[src/rtl/if_fetch_pkg.sv]
`default_nettype none
// ============================================================================
// Module   : if_fetch_pkg
// Purpose  : Shared widths, reset vector, fetch FSM encoding and the
//            instruction-buffer entry type used by the fetch unit.
// Revision : 1.0  initial release
// ============================================================================
package if_fetch_pkg;

    // Datapath widths of the shared instruction/data SRAM.
    localparam int ADDR_W  = 18;
    localparam int INSTR_W = 16;
    localparam int ENTRY_W = INSTR_W + ADDR_W;

    // Wait-state counter width; covers WAIT_CYCLES up to 7.
    localparam int CNT_W = 3;

    // Program start address, shared with the PC register.
    localparam logic [ADDR_W-1:0] RESET_VECTOR = 18'h08000;

    // Fetch FSM encoding.
    localparam logic [0:0] S_ISSUE = 1'b0;
    localparam logic [0:0] S_WAIT  = 1'b1;

    // One buffered instruction together with the address it came from.
    typedef struct packed {
        logic [INSTR_W-1:0] instr;
        logic [ADDR_W-1:0]  pc;
    } fetch_entry_t;

endpackage : if_fetch_pkg
`default_nettype wire

[src/rtl/fetch_fifo.sv]
`default_nettype none
// ============================================================================
// Module   : fetch_fifo
// Purpose  : Two-entry first-word-fall-through buffer between instruction
//            fetch and decode. Supports push/pop in the same cycle and a
//            flush that overrides both.
// Revision : 1.0  initial release
// ============================================================================
module fetch_fifo
    import if_fetch_pkg::*;
(
    input  logic         clk,
    input  logic         rst,
    input  logic         i_push,
    input  fetch_entry_t i_push_data,
    input  logic         i_pop,
    input  logic         i_flush,
    output logic [1:0]   o_count,
    output fetch_entry_t o_head
);

    fetch_entry_t r_mem [2];
    logic         r_wr_ptr;
    logic         r_rd_ptr;
    logic [1:0]   r_count;
    logic         w_pop_en;
    logic         w_push_en;

    // A pop on an empty buffer is dropped; a push is only taken when there
    // is room (or room is being made by a simultaneous pop).
    always_comb begin
        w_pop_en  = i_pop && (r_count != 2'd0);
        w_push_en = i_push && ((r_count != 2'd2) || w_pop_en);
    end

    // Storage, pointers and occupancy; flush empties the buffer outright.
    always_ff @(posedge clk or negedge rst) begin
        if (!rst) begin
            r_mem[0] <= '0;
            r_mem[1] <= '0;
            r_wr_ptr <= 1'b0;
            r_rd_ptr <= 1'b0;
            r_count  <= 2'd0;
        end else if (i_flush) begin
            r_wr_ptr <= 1'b0;
            r_rd_ptr <= 1'b0;
            r_count  <= 2'd0;
        end else begin
            if (w_push_en) begin
                r_mem[r_wr_ptr] <= i_push_data;
                r_wr_ptr        <= ~r_wr_ptr;
            end
            if (w_pop_en) begin
                r_rd_ptr <= ~r_rd_ptr;
            end
            case ({w_push_en, w_pop_en})
                2'b10:   r_count <= r_count + 2'd1;
                2'b01:   r_count <= r_count - 2'd1;
                default: r_count <= r_count;
            endcase
        end
    end

    // Head is presented as zero while empty so no stale word is visible.
    always_comb begin
        o_count = r_count;
        o_head  = (r_count != 2'd0) ? r_mem[r_rd_ptr] : '0;
    end

endmodule : fetch_fifo
`default_nettype wire

[src/rtl/if_fetch.sv]
`default_nettype none
// ============================================================================
// Module   : if_fetch
// Purpose  : Instruction fetch unit. Issues one SRAM read at a time for the
//            current PC, waits WAIT_CYCLES, pushes the word into a 2-entry
//            buffer for decode and strobes pc_write (active-low) so the PC
//            register advances on completed fetches and jumps only.
// Revision : 1.0  initial release
// ============================================================================
module if_fetch
    import if_fetch_pkg::*;
#(
    parameter int WAIT_CYCLES = 1   // legal range 1..7
) (
    input  logic               clk,
    input  logic               rst,
    input  logic [ADDR_W-1:0]  pc,
    input  logic               pc_jump,
    output logic               pc_write,
    input  logic               mem_busy,
    output logic [ADDR_W-1:0]  sram_addr,
    output logic               sram_oe_n,
    input  logic [INSTR_W-1:0] sram_data,
    output logic [INSTR_W-1:0] instr,
    output logic [ADDR_W-1:0]  instr_pc,
    output logic               instr_valid,
    input  logic               instr_ready
);

    localparam logic [CNT_W-1:0] c_wait_load = CNT_W'(WAIT_CYCLES);
    localparam logic [CNT_W-1:0] c_cnt_one   = CNT_W'(1);

    logic [0:0]        r_state;
    logic [CNT_W-1:0]  r_cnt;
    logic [ADDR_W-1:0] r_sram_addr;
    logic              r_sram_oe_n;

    logic              w_flush;
    logic              w_abort;
    logic              w_issue;
    logic              w_capture;
    logic [1:0]        w_count;
    fetch_entry_t      w_push_entry;
    fetch_entry_t      w_head;

    // Control decode. A jump (pc_jump low) flushes everything; MEM owning
    // the bus kills an in-flight read, and either one suppresses capture.
    always_comb begin
        w_flush   = !pc_jump;
        w_abort   = (r_state == S_WAIT) && mem_busy;
        w_issue   = (r_state == S_ISSUE) && !mem_busy && (w_count != 2'd2) && pc_jump;
        w_capture = (r_state == S_WAIT) && (r_cnt == c_cnt_one) && !mem_busy && pc_jump;
    end

    // PC advances on the capture edge or loads the target on a jump edge;
    // held while reset is asserted.
    always_comb begin
        if (!rst) begin
            pc_write = 1'b1;
        end else begin
            pc_write = !(w_capture || w_flush);
        end
    end

    // Fetch FSM: issue a registered read, count wait states, then capture.
    always_ff @(posedge clk or negedge rst) begin
        if (!rst) begin
            r_state     <= S_ISSUE;
            r_cnt       <= '0;
            r_sram_addr <= '0;
            r_sram_oe_n <= 1'b1;
        end else if (w_flush || w_abort) begin
            // The read is abandoned; the unchanged pc is re-fetched later.
            r_state     <= S_ISSUE;
            r_cnt       <= '0;
            r_sram_oe_n <= 1'b1;
        end else begin
            case (r_state)
                S_ISSUE: begin
                    if (w_issue) begin
                        r_sram_addr <= pc;
                        r_sram_oe_n <= 1'b0;
                        r_cnt       <= c_wait_load;
                        r_state     <= S_WAIT;
                    end
                end
                S_WAIT: begin
                    r_cnt <= r_cnt - c_cnt_one;
                    if (w_capture) begin
                        r_sram_oe_n <= 1'b1;
                        r_state     <= S_ISSUE;
                    end
                end
                default: begin
                    r_state     <= S_ISSUE;
                    r_sram_oe_n <= 1'b1;
                end
            endcase
        end
    end

    // Captured word is tagged with the address it was read from.
    always_comb begin
        w_push_entry.instr = sram_data;
        w_push_entry.pc    = r_sram_addr;
    end

    fetch_fifo u_fetch_fifo (
        .clk         (clk),
        .rst         (rst),
        .i_push      (w_capture),
        .i_push_data (w_push_entry),
        .i_pop       (instr_ready),
        .i_flush     (w_flush),
        .o_count     (w_count),
        .o_head      (w_head)
    );

    // Registered SRAM controls and buffer head to the ports.
    always_comb begin
        sram_addr   = r_sram_addr;
        sram_oe_n   = r_sram_oe_n;
        instr       = w_head.instr;
        instr_pc    = w_head.pc;
        instr_valid = (w_count != 2'd0);
    end

endmodule : if_fetch
`default_nettype wire

[config.mk]
export PLATFORM = sky130hd
export DESIGN_NAME = if_fetch
export DESIGN_NICKNAME = d
export VERILOG_FILES = /design/src/rtl/if_fetch_pkg.sv /design/src/rtl/fetch_fifo.sv /design/src/rtl/if_fetch.sv
export SDC_FILE = /design/constraint.sdc
export NUM_CORES = 1
export LEC_CHECK = 0
export ABC_CLOCK_PERIOD_IN_PS = 2200
export CAP_MARGIN = 20
export CORE_MARGIN = 1
export CORE_UTILIZATION = 46
export DETAILED_ROUTE_END_ITERATION = 12
export PLACE_DENSITY_LB_ADDON = 0.2
export SLEW_MARGIN = 0
export SYNTH_ARGS = -nofsm -noshare
export SYNTH_HDL_FRONTEND = slang
export SYNTH_HIERARCHICAL = 1
export SYNTH_SLANG_ARGS = --single-unit
export TNS_END_PERCENT = 100
[constraint.sdc]
create_clock -name clk -period 2.2 [get_ports clk]
set_input_delay 0.44 -clock clk [delete_from_list [all_inputs] [get_ports clk]]
set_output_delay 0.44 -clock clk [all_outputs]
set_load 0.02 [all_outputs]
==> reports/results.txt <==
outcome: completed
most common cell in the netlist: dfrtp_1
pin count of the biggest net entering global routing: 49
diode count: 0
hold buffer count at cts: 0
IO buf count: 93
share of cells above drive strength 1: 0.320
synthesis-to-layout area growth: 31.0%
initial antenna violation count: 0
Simple-Gate Fraction of Synth Area: 0.0730
Vias: 2,857
gr usage total: 0.192
Synth Area in Compound Gates: 0.0173
first-pass GRT wire length: 14,900 um
yosys warns: 6
worst setup margin: 0.0939 ns
fmax: 475 MHz
dpl cells: 544
fin crit share: 0.957
CP Launch Type: input port
largest family of logic cells by synthesized area: multiplexers
Root Buffer Master: clkbuf_8
clock latency on the worst-skew pair: 0.36 ns
post-synth top area share: 0.526
core area: 9330 um^2
Critical Path RT: 2.44 ns
clk sink count: 95
Post-synth EDFFs: 0
Final Max Tran Viols: 0
drt initial violations: 90
list of most frequent post-synthesis cells: dfrtp_1, mux2_2, nor2_1, mux2_4, mux2i_1
VDD IR-drop max: 0.524 mV
Starting Density: 0.480
row count: 35
Max Cap Violations: 0
Syn Area/Cell: 13.9 um^2
worst min-delay path class: input port to async pin
FF/Latch Area: 2380 um^2
post-synthesis register bit count: 95
synthesized cell area: 4470 um^2
# DRC: 0
ANT nets after route: 0
area of the multi-input gates: 1950 um^2
total congestion overflow: 0
Synth Area in XOR/XNOR: 0.00587
vias in the first global route: 2,941
critical path class: input port to flip-flop
adder-cell share of the synthesized area: 0.00559
vias per cell: 5.05
clock tree buffer depth: 2
post-detail-place hpwl: 5940 um
clk_skew: 0.0132 ns
Fin. Hold Viols: 0
Tmin final: 2.11 ns
post-synth cell types: 31
H-tree levels: 3
I/O pins: 94
post-synthesis mux area share: 0.327
LEAKAGE: 2.83 nW
Setup violations, final: 0
setup_tns: 0 ns
CTS Buf Count: 9
worst-path fanout max: 28
sequential-to-total area share from yosys stat: 0.532
wirelength, routed: 9000 um
Synth Flop Type: dfrtp_1
Die H: 101 um
Max transition margin: 0.590
Pre-antenna DRT Iters: 4
# nets final: 473
Synthesized Nets: 362
CP endpoint kind: flip-flop
Synth area leaders: dfrtp_1, mux2_4, mux2_2
Fillers: 762
ys async rst share: 1.00
RSZ-0062 raised after global routing: no
post-synth top area cell: dfrtp_1
Final Non-Filler Cells: 566
Worst Tran Pin Value: 0.615 ns
CTS tree: built
drt wl/cell: 15.9 um
die span in x: 101 um
Worst-path clk slew: 0.10 ns
crit path DAT: 2.34 ns
Setup WS pre-CTS: -0.400 ns
pwr/cell area: 668 nW/um^2
Die ar.: 10,100 um^2
global placement routability congestion: 0.781
R2R Setup Slk: 0.18 ns
Synth Instances: 321
==> critical path, cell delays in order <==
cell and delay [ns]:
clkdlybuf4s50_1 0.59, inv_1 0.09, buf_4 0.17, nand2b_1 0.18, nor3b_4 0.24, buf_12 0.23, mux2_2 0.36
==> area by class of cell <==
cell class	instances	share of cell area
clock buffer	9	0.0211
inverter	3	0.00192
tap	129	0.0275
sequential	95	0.406
clock inverter	7	0.0143
multi-input combinational	205	0.332
timing repair buffer	118	0.197
==> where the power goes <==
part | switching [mW] | internal (mW)
registers | 0.131 | 1.92
logic | 0.269 | 0.424
clock network | 0.636 | 0.539
total | 1.04 | 2.88
==> per-stage QoR <==
stage | power, mW | hold slack, ns | cell area, um^2 | util
5_1_grt | 4.11 | 0.239 | 5860 | 0.628
4_1_cts | 3.97 | 0.220 | 5860 | 0.628
3_5_place_dp | 2.77 | 0.495 | 5610 | 0.602
2_1_floorplan | 2.44 | 0.144 | 4470 | -
3_3_place_gp | 2.75 | 0.487 | 5610 | 0.602
6_report | 3.92 | 0.210 | 5860 | 0.628
==> flip-flops by register name, summed over array words and instances, names as in the netlist <==
| register | cells |
|---|---|
| r_state | 1 |
| sram_oe_n | 1 |
| u_fetch_fifo/r_mem | 68 |
| u_fetch_fifo/r_rd_ptr | 1 |
| r_cnt | 3 |
| sram_addr | 18 |
| u_fetch_fifo/r_wr_ptr | 1 |
| u_fetch_fifo/o_count | 2 |
==> what timing repair did <==
item                                    4_1_cts  5_1_grt
pin swaps                                     2        0
setup buffers                                 5        0
resized for setup                            41        2
cloned                                        1        0
endpoints found under the setup margin       49       35
==> logic make-up after synthesis <==
kind of cell | count (synthesis)
multiplexers | 121
flip-flops | 95
AND/OR/NAND/NOR | 64
buffers and inverters | 22
AO/OA/AOI/OAI | 14
XOR/XNOR | 3
adder cells (fa/ha/maj) | 2
==> cell usage in the layout (no fill, tap or decap), types with 4 or more instances in the layout <==
cell type	instances
buf_4	18
nor2_1	40
mux2_2	48
nor2b_1	4
o21ai_0	5
clkdlybuf4s50_1	56
buf_12	6
clkbuf_8	9
dfrtp_1	91
mux2i_1	35
mux2_4	38
dlygate4sd2_1	36
a21oi_1	5
==> per-layer routing <==
layer / wire (um) / track usage / vias to the layer above
li1: - / - / 1324
met1: 4320 / 0.265 / 1458
met2: 4170 / 0.306 / 66
met3: 410 / 0.0430 / 9
met4: 100 / 0.0535 / 0
met5: 0 / 0 / -
==> path summary, 6_finish.rpt <==
path,start,endpoint,cells past startpoint
hold reg to reg,u_fetch_fifo/r_mem[20],u_fetch_fifo/r_mem[20],1
min in group clk,u_fetch_fifo/r_mem[20],u_fetch_fifo/r_mem[20],1
hold / removal,rst,u_fetch_fifo/r_mem[27],2
max in group asynchronous,rst,u_fetch_fifo/r_rd_ptr,2
setup reg to reg,r_cnt[1],u_fetch_fifo/r_mem[3],8
setup / recovery,pc_jump,u_fetch_fifo/r_mem[3],7
Note: power is estimated with default switching activity, not from simulation.
